[src/rtl/mm_tile_sequencer_if.sv]
// Handshake bundle between the tile sequencer and its surroundings
// (command source, feature buffer, matrix engine, accumulator, output sink).
interface mm_tile_sequencer_if #(
  parameter int TW = 4
) ();
  logic          cmd_valid;
  logic          cmd_ready;
  logic [TW-1:0] cmd_rows_m1;
  logic [TW-1:0] cmd_cols_m1;
  logic          tile_req_valid;
  logic          tile_req_ready;
  logic [TW-1:0] tile_row;
  logic [TW-1:0] tile_col;
  logic          tile_data_valid;
  logic          mm_input_valid;
  logic          mm_add_valid;
  logic          acc_en;
  logic          acc_clear;
  logic          out_valid;
  logic          out_ready;
  logic [TW-1:0] out_row;
  logic          busy;
  logic          done;
  logic          err;

  modport master (
    input  cmd_valid, cmd_rows_m1, cmd_cols_m1, tile_req_ready,
           tile_data_valid, mm_add_valid, out_ready,
    output cmd_ready, tile_req_valid, tile_row, tile_col, mm_input_valid,
           acc_en, acc_clear, out_valid, out_row, busy, done, err
  );

  modport slave (
    output cmd_valid, cmd_rows_m1, cmd_cols_m1, tile_req_ready,
           tile_data_valid, mm_add_valid, out_ready,
    input  cmd_ready, tile_req_valid, tile_row, tile_col, mm_input_valid,
           acc_en, acc_clear, out_valid, out_row, busy, done, err
  );
endinterface

[src/rtl/mm_tile_sequencer.sv]
// Walks an R x C tile grid row-major, driving fetch requests, engine issue
// pulses, accumulator strobes and per-row output handoff, with a result watchdog.
module mm_tile_sequencer #(
  parameter int TW          = 4,
  parameter int TIMEOUT_CYC = 255,
  parameter int CW          = 8
) (
  input  logic                  clk,
  input  logic                  rst_n,
  mm_tile_sequencer_if.master   sq_if
);

  localparam logic [2:0] S_IDLE      = 3'd0;
  localparam logic [2:0] S_REQ       = 3'd1;
  localparam logic [2:0] S_WAIT_DATA = 3'd2;
  localparam logic [2:0] S_ISSUE     = 3'd3;
  localparam logic [2:0] S_WAIT_RES  = 3'd4;
  localparam logic [2:0] S_ACC       = 3'd5;
  localparam logic [2:0] S_WRITE     = 3'd6;
  localparam logic [2:0] S_DONE      = 3'd7;

  logic [2:0]    state_q, state_d;
  logic [TW-1:0] r_q, r_d;
  logic [TW-1:0] c_q, c_d;
  logic [TW-1:0] rows_q, rows_d;
  logic [TW-1:0] cols_q, cols_d;
  logic [CW-1:0] wd_q, wd_d;
  logic          err_q, err_d;
  logic          proto_err_s;

  logic          cmd_ready_q;
  logic          tile_req_valid_q;
  logic          mm_input_valid_q;
  logic          acc_en_q;
  logic          acc_clear_q;
  logic          out_valid_q;
  logic          busy_q;
  logic          done_q;

  // Engine results or fetched data arriving when not expected
  always_comb begin
    proto_err_s = (sq_if.mm_add_valid    && (state_q != S_WAIT_RES)) ||
                  (sq_if.tile_data_valid && (state_q != S_WAIT_DATA));
  end

  // Next-state, tile counters, watchdog and sticky error
  always_comb begin
    state_d = state_q;
    r_d     = r_q;
    c_d     = c_q;
    rows_d  = rows_q;
    cols_d  = cols_q;
    wd_d    = wd_q;
    err_d   = err_q;
    case (state_q)
      S_IDLE: begin
        if (sq_if.cmd_valid) begin
          rows_d  = sq_if.cmd_rows_m1;
          cols_d  = sq_if.cmd_cols_m1;
          r_d     = {TW{1'b0}};
          c_d     = {TW{1'b0}};
          err_d   = 1'b0;
          state_d = S_REQ;
        end else begin
          state_d = S_IDLE;
        end
      end
      S_REQ: begin
        if (sq_if.tile_req_ready) begin
          state_d = S_WAIT_DATA;
        end else begin
          state_d = S_REQ;
        end
      end
      S_WAIT_DATA: begin
        if (sq_if.tile_data_valid) begin
          state_d = S_ISSUE;
        end else begin
          state_d = S_WAIT_DATA;
        end
      end
      S_ISSUE: begin
        wd_d    = {CW{1'b0}};
        state_d = S_WAIT_RES;
      end
      S_WAIT_RES: begin
        // A result landing on the expiry cycle still counts as on time
        if (sq_if.mm_add_valid) begin
          state_d = S_ACC;
        end else if (wd_q == CW'(TIMEOUT_CYC - 1)) begin
          err_d   = 1'b1;
          state_d = S_DONE;
        end else begin
          wd_d    = wd_q + CW'(1'b1);
        end
      end
      S_ACC: begin
        if (c_q < cols_q) begin
          c_d     = c_q + TW'(1'b1);
          state_d = S_REQ;
        end else begin
          state_d = S_WRITE;
        end
      end
      S_WRITE: begin
        if (!sq_if.out_ready) begin
          state_d = S_WRITE;
        end else if (r_q < rows_q) begin
          r_d     = r_q + TW'(1'b1);
          c_d     = {TW{1'b0}};
          state_d = S_REQ;
        end else begin
          state_d = S_DONE;
        end
      end
      S_DONE: begin
        state_d = S_IDLE;
      end
      default: begin
        state_d = S_IDLE;
      end
    endcase
    if (proto_err_s) begin
      err_d = 1'b1;
    end else begin
      err_d = err_d;
    end
  end

  // State, counters and output strobes decoded from the next state
  always_ff @(posedge clk or negedge rst_n) begin
    if (!rst_n) begin
      state_q          <= S_IDLE;
      r_q              <= {TW{1'b0}};
      c_q              <= {TW{1'b0}};
      rows_q           <= {TW{1'b0}};
      cols_q           <= {TW{1'b0}};
      wd_q             <= {CW{1'b0}};
      err_q            <= 1'b0;
      cmd_ready_q      <= 1'b1;
      tile_req_valid_q <= 1'b0;
      mm_input_valid_q <= 1'b0;
      acc_en_q         <= 1'b0;
      acc_clear_q      <= 1'b0;
      out_valid_q      <= 1'b0;
      busy_q           <= 1'b0;
      done_q           <= 1'b0;
    end else begin
      state_q          <= state_d;
      r_q              <= r_d;
      c_q              <= c_d;
      rows_q           <= rows_d;
      cols_q           <= cols_d;
      wd_q             <= wd_d;
      err_q            <= err_d;
      cmd_ready_q      <= (state_d == S_IDLE);
      tile_req_valid_q <= (state_d == S_REQ);
      mm_input_valid_q <= (state_d == S_ISSUE);
      acc_en_q         <= (state_d == S_ACC);
      acc_clear_q      <= (state_d == S_ACC) && (c_d == {TW{1'b0}});
      out_valid_q      <= (state_d == S_WRITE);
      busy_q           <= (state_d != S_IDLE);
      done_q           <= (state_d == S_DONE);
    end
  end

  assign sq_if.cmd_ready      = cmd_ready_q;
  assign sq_if.tile_req_valid = tile_req_valid_q;
  assign sq_if.tile_row       = r_q;
  assign sq_if.tile_col       = c_q;
  assign sq_if.mm_input_valid = mm_input_valid_q;
  assign sq_if.acc_en         = acc_en_q;
  assign sq_if.acc_clear      = acc_clear_q;
  assign sq_if.out_valid      = out_valid_q;
  assign sq_if.out_row        = r_q;
  assign sq_if.busy           = busy_q;
  assign sq_if.done           = done_q;
  assign sq_if.err            = err_q;

endmodule
[src/flat_wrapper.sv]
// flat-port wrapper written by rule: the top's interface ports become plain ports
module mm_tile_sequencer_flat 
#(
  parameter int TW          = 4,
  parameter int TIMEOUT_CYC = 255,
  parameter int CW          = 8
)
  (clk, rst_n, sq_if_cmd_valid, sq_if_cmd_rows_m1, sq_if_cmd_cols_m1, sq_if_tile_req_ready, sq_if_tile_data_valid, sq_if_mm_add_valid, sq_if_out_ready, sq_if_cmd_ready, sq_if_tile_req_valid, sq_if_tile_row, sq_if_tile_col, sq_if_mm_input_valid, sq_if_acc_en, sq_if_acc_clear, sq_if_out_valid, sq_if_out_row, sq_if_busy, sq_if_done, sq_if_err);
  mm_tile_sequencer_if #(.TW(TW)) sq_if_i ();
  input  logic clk;
  input  logic rst_n;
  input wire logic [$bits(sq_if_i.cmd_valid)-1:0] sq_if_cmd_valid;
  input wire logic [$bits(sq_if_i.cmd_rows_m1)-1:0] sq_if_cmd_rows_m1;
  input wire logic [$bits(sq_if_i.cmd_cols_m1)-1:0] sq_if_cmd_cols_m1;
  input wire logic [$bits(sq_if_i.tile_req_ready)-1:0] sq_if_tile_req_ready;
  input wire logic [$bits(sq_if_i.tile_data_valid)-1:0] sq_if_tile_data_valid;
  input wire logic [$bits(sq_if_i.mm_add_valid)-1:0] sq_if_mm_add_valid;
  input wire logic [$bits(sq_if_i.out_ready)-1:0] sq_if_out_ready;
  output wire logic [$bits(sq_if_i.cmd_ready)-1:0] sq_if_cmd_ready;
  output wire logic [$bits(sq_if_i.tile_req_valid)-1:0] sq_if_tile_req_valid;
  output wire logic [$bits(sq_if_i.tile_row)-1:0] sq_if_tile_row;
  output wire logic [$bits(sq_if_i.tile_col)-1:0] sq_if_tile_col;
  output wire logic [$bits(sq_if_i.mm_input_valid)-1:0] sq_if_mm_input_valid;
  output wire logic [$bits(sq_if_i.acc_en)-1:0] sq_if_acc_en;
  output wire logic [$bits(sq_if_i.acc_clear)-1:0] sq_if_acc_clear;
  output wire logic [$bits(sq_if_i.out_valid)-1:0] sq_if_out_valid;
  output wire logic [$bits(sq_if_i.out_row)-1:0] sq_if_out_row;
  output wire logic [$bits(sq_if_i.busy)-1:0] sq_if_busy;
  output wire logic [$bits(sq_if_i.done)-1:0] sq_if_done;
  output wire logic [$bits(sq_if_i.err)-1:0] sq_if_err;
  assign sq_if_i.cmd_valid = sq_if_cmd_valid;
  assign sq_if_i.cmd_rows_m1 = sq_if_cmd_rows_m1;
  assign sq_if_i.cmd_cols_m1 = sq_if_cmd_cols_m1;
  assign sq_if_i.tile_req_ready = sq_if_tile_req_ready;
  assign sq_if_i.tile_data_valid = sq_if_tile_data_valid;
  assign sq_if_i.mm_add_valid = sq_if_mm_add_valid;
  assign sq_if_i.out_ready = sq_if_out_ready;
  assign sq_if_cmd_ready = sq_if_i.cmd_ready;
  assign sq_if_tile_req_valid = sq_if_i.tile_req_valid;
  assign sq_if_tile_row = sq_if_i.tile_row;
  assign sq_if_tile_col = sq_if_i.tile_col;
  assign sq_if_mm_input_valid = sq_if_i.mm_input_valid;
  assign sq_if_acc_en = sq_if_i.acc_en;
  assign sq_if_acc_clear = sq_if_i.acc_clear;
  assign sq_if_out_valid = sq_if_i.out_valid;
  assign sq_if_out_row = sq_if_i.out_row;
  assign sq_if_busy = sq_if_i.busy;
  assign sq_if_done = sq_if_i.done;
  assign sq_if_err = sq_if_i.err;
  mm_tile_sequencer #(.TW(TW), .TIMEOUT_CYC(TIMEOUT_CYC), .CW(CW)) u_core (.clk(clk), .rst_n(rst_n), .sq_if(sq_if_i));
endmodule
[config.mk]
export PLATFORM = sky130hd
export DESIGN_NAME = mm_tile_sequencer_flat
export DESIGN_NICKNAME = d
export VERILOG_FILES = /design/src/rtl/mm_tile_sequencer_if.sv /design/src/rtl/mm_tile_sequencer.sv /design/src/flat_wrapper.sv
export SDC_FILE = /design/constraint.sdc
export NUM_CORES = 1
export LEC_CHECK = 0
export CORE_ASPECT_RATIO = 0.75
export CORE_MARGIN = 2
export CORE_UTILIZATION = 56
export DETAILED_ROUTE_END_ITERATION = 8
export PLACE_DENSITY = 0.94
export SYNTH_ARGS = -nofsm -noshare
export SYNTH_HDL_FRONTEND = slang
export SYNTH_SLANG_ARGS = --single-unit
[constraint.sdc]
create_clock -name clk -period 3.4 [get_ports clk]
set_input_delay 0.85 -clock clk [delete_from_list [all_inputs] [get_ports clk]]
set_output_delay 0.85 -clock clk [all_outputs]
set_load 0.02 [all_outputs]
==> impl_results.md <==
* ANT nets after route at 0
* Worst Hold Endpoint: u_core.rows_q[2]$_DFFE_PN0P_
* Final Hold Viols at 0
* Initial core utilization at between 50% and 60%
* Final Skew at 0.0114 ns
* Total power at ~1.8 mW
* Leak at about 1.0 nW
* Clock slew at reported path FFs at 0.07 ns
* Die outline width at just over 70 µm
* Hold path cells at 2
* CTS tree: yes
* Worst path required time at between 3 and 4 ns
* Flops & latches, synth at 36
* Register-to-register path setup slack at 1.29 ns
* Layout cells sized above 1 at between 10% and 20%
* Largest cells by area after synthesis: dfrtp_1, ha_1, o21ai_0
* Vias per cell at just over 6
* Mapped Nets at 220
* Mapped Area at 0.00198 mm²
* DR iter-0 viols at between 100 and 150
* Vias in the first global route at 1,565
* CP startpoint kind: input port
* Main synth FF type: dfrtp_1
* Post-CTS setup repair buffer count at 0
* Place WS at slightly below 0.6 ns
* Max_cap viols at 0
* CTS resizes at 0
* CTS sink count at 36
* F_max at 396 MHz
* Post-synth top cells: dfrtp_1, nor2_1, nand2_1
* Syn. warnings at 0
* Gate count of the mapped netlist at around 200
* Gr usage total at a little under a quarter
* Synth Area in Compound Gates at approximately 17%
* TritonRoute pass-1 iters at 4
* Setup TNS Final at 0 ns
* Buffers on Ports at 35
* Crit path DAT at 2.71 ns
* Synth cell types at 52
* RD Place Congestion at between 0.8 and 0.9
* Area fraction of the dominant cell type after synthesis at between 40% and 50%
* Nets at 255
* Core Rows at 18
* Slew at the pin with the worst max-slew slack at ~0.55 ns
* Antenna violations before repair at 0
* Layout area overhead at 22.7%
* Synth Area in XOR/XNOR at ~1.8%
* Crit. End Element: flip-flop
* Die Ht at 55.5 µm
* Syn Area/Cell at 10.2 µm²
* VDD IR max at roughly 0.00043 V
* Pwr dens at 721 mW/mm²
* Clk buf depth at 2
* Max FO, Critical Path at 6
* First-pass GRT wire length at ~7300 µm
* Detailed Route WL at 4360 µm
* Status: complete, no violations
* Overall die area at 0.00404 mm²
* Clk root buf: clkbuf_8
* Hold_buf cts at 0
* Post-synth EDFFs at 0
* WP depth at 6
* RSZ-0062 raised after global routing: false
* Core Box Area at between 0.003 and 0.004 mm²
* Post-synthesis async set-or-reset flop share at 100%
* Overflow after GRT at 0
* DP HPWL at between 3000 and 4000 µm
* Slowest CP cell: clkdlybuf4s50_1
* R2r startpoint: u_core.sq_if.out_row[1]$_DFFE_PN0P_
* Simple-gate portion of the synthesized area at approximately 23%
* Boundary Pins at 36
* Ant. Diodes at 0
* Buf+Inv Stages, Crit Path at 1
* Count leader, synth: dfrtp_1
* R2r worst-path depth at 5
* Final Cycle Share at between 70% and 80%
* Hold_sp: u_core.rows_q[2]$_DFFE_PN0P_
* CP peak stage delay at a little under 0.5 ns
* Reg-to-Reg End: u_core.sq_if.cmd_ready$_DFF_PN1_
* Largest family of logic cells by synthesized area: simple AND/OR/NAND/NOR gates
* Worst rel slew slack at a little over three fifths
* Multiplexer share of the synthesized area at roughly 2.5%
* CP top delay family: simple AND/OR/NAND/NOR gates
* Largest net degree at the start of global routing at 37
* Kind of critical path: input port to flip-flop
* # DRC at 0
* Count of pins over their slew limit at 0
* Worst Setup Slack, final at 0.874 ns
* Seq/Total Area, Yosys at approximately 45%
* Critical-path cell list: clkdlybuf4s50_1, or3b_4, a21oi_1, o32ai_1, or2_1, mux2_4
* Worst-skew pair later-pin latency at about 0.3 ns
* H-tree depth reported by CTS at 2
* Final min period at between 2 and 3 ns
* Routed length per placed instance at 16.1 µm
* Vias at roughly 1,700
* Hold Crit Class: flip-flop to flip-flop
* Fraction of the mapped netlist area in adder cells at about 6.3%
* Post-synth top area cell: dfrtp_1
* Final setup viols at 0
* CTS buffer count at 5
power breakdown:
part	internal, mW	switching (mW)	total [mW]	leakage [nW]
clock	0.165	0.152	0.317	0.0455
sequential	0.548	0.138	0.686	0.466
combinational	0.364	0.387	0.752	0.508
worst reg2reg max path, delay by kind of cell, from the launching register on:
family,cells,cell delay [ns]
and+or+nand+nor,1,0.27
DFF,1,0.44
AOI/OAI and AO/OA,3,0.98
adders and majority gates,1,0.36
layer usage:
| layer | vias to the layer above | global-route usage [%] | share of wire (%) |
|---|---|---|---|
| li1 | 772 | - | - |
| met3 | 11 | 5.66 | 7.1 |
| met4 | 0 | 11.1 | 2.3 |
| met5 | - | 0 | 0 |
| met2 | 74 | 31.9 | 44 |
| met1 | 804 | 36.0 | 46 |
registers in the layout, summed over array words and instances, names as in the netlist, 3 cells and up:
name / count
u_core.cols_q: 4
u_core.state_q: 3
u_core.rows_q: 4
u_core.wd_q: 8
u_core.sq_if.tile_col: 4
u_core.sq_if.out_row: 4
cell usage in the layout, fill, tap and decap left out, types with 3 or more instances in the layout:
cell type	count
mux2_2	3
nand3_1	10
clkdlybuf4s50_1	35
clkbuf_8	6
ha_1	10
inv_1	9
o211ai_1	4
nor3_1	4
or4_1	3
xnor2_1	3
nor2_1	18
nand2_1	17
nor2b_1	4
a21oi_1	7
dfrtp_1	35
o21ai_0	14
area by class of cell:
type	instances	area, µm²
well taps	40	50.0
multi-input cells	141	992
fillers	238	900
clock buffers	8	90.1
repair buffers	37	365
flip-flops and latches	36	902
inverters	9	33.8
through the flow:
step | hold WS (ns) | instance area [µm²] | util [%] | cells
after detailed placement | 0.539 | 2340 | 70.3 | 263
after global placement | 0.521 | 2340 | 70.3 | 263
final | 0.547 | 2430 | 73.0 | 271
after floorplan | 0.507 | 1980 | - | 195
after global routing | 0.590 | 2430 | 73.0 | 271
after CTS | 0.550 | 2430 | 73.0 | 271
worst max-delay path by stage:
stage                    startpoint                                  to
finish              sq_if_cmd_valid  u_core.sq_if.tile_col[0]$_DFF_PN0_
CTS                 sq_if_cmd_valid  u_core.sq_if.tile_col[0]$_DFF_PN0_
detailed placement  sq_if_cmd_valid  u_core.sq_if.tile_col[0]$_DFF_PN0_
global placement    sq_if_cmd_valid  u_core.sq_if.tile_col[0]$_DFF_PN0_
floorplan           sq_if_cmd_valid  u_core.sq_if.tile_col[0]$_DFF_PN0_
global route        sq_if_cmd_valid  u_core.sq_if.tile_col[0]$_DFF_PN0_
logic make-up after synthesis:
logic type      count (synthesis)
compound gates                 44
xor+xnor                        4
simple gates                   79
buf+inv                        18
flops                          36
mux                             4
fa+ha+maj                      10
(Power assumes the default switching activity.)
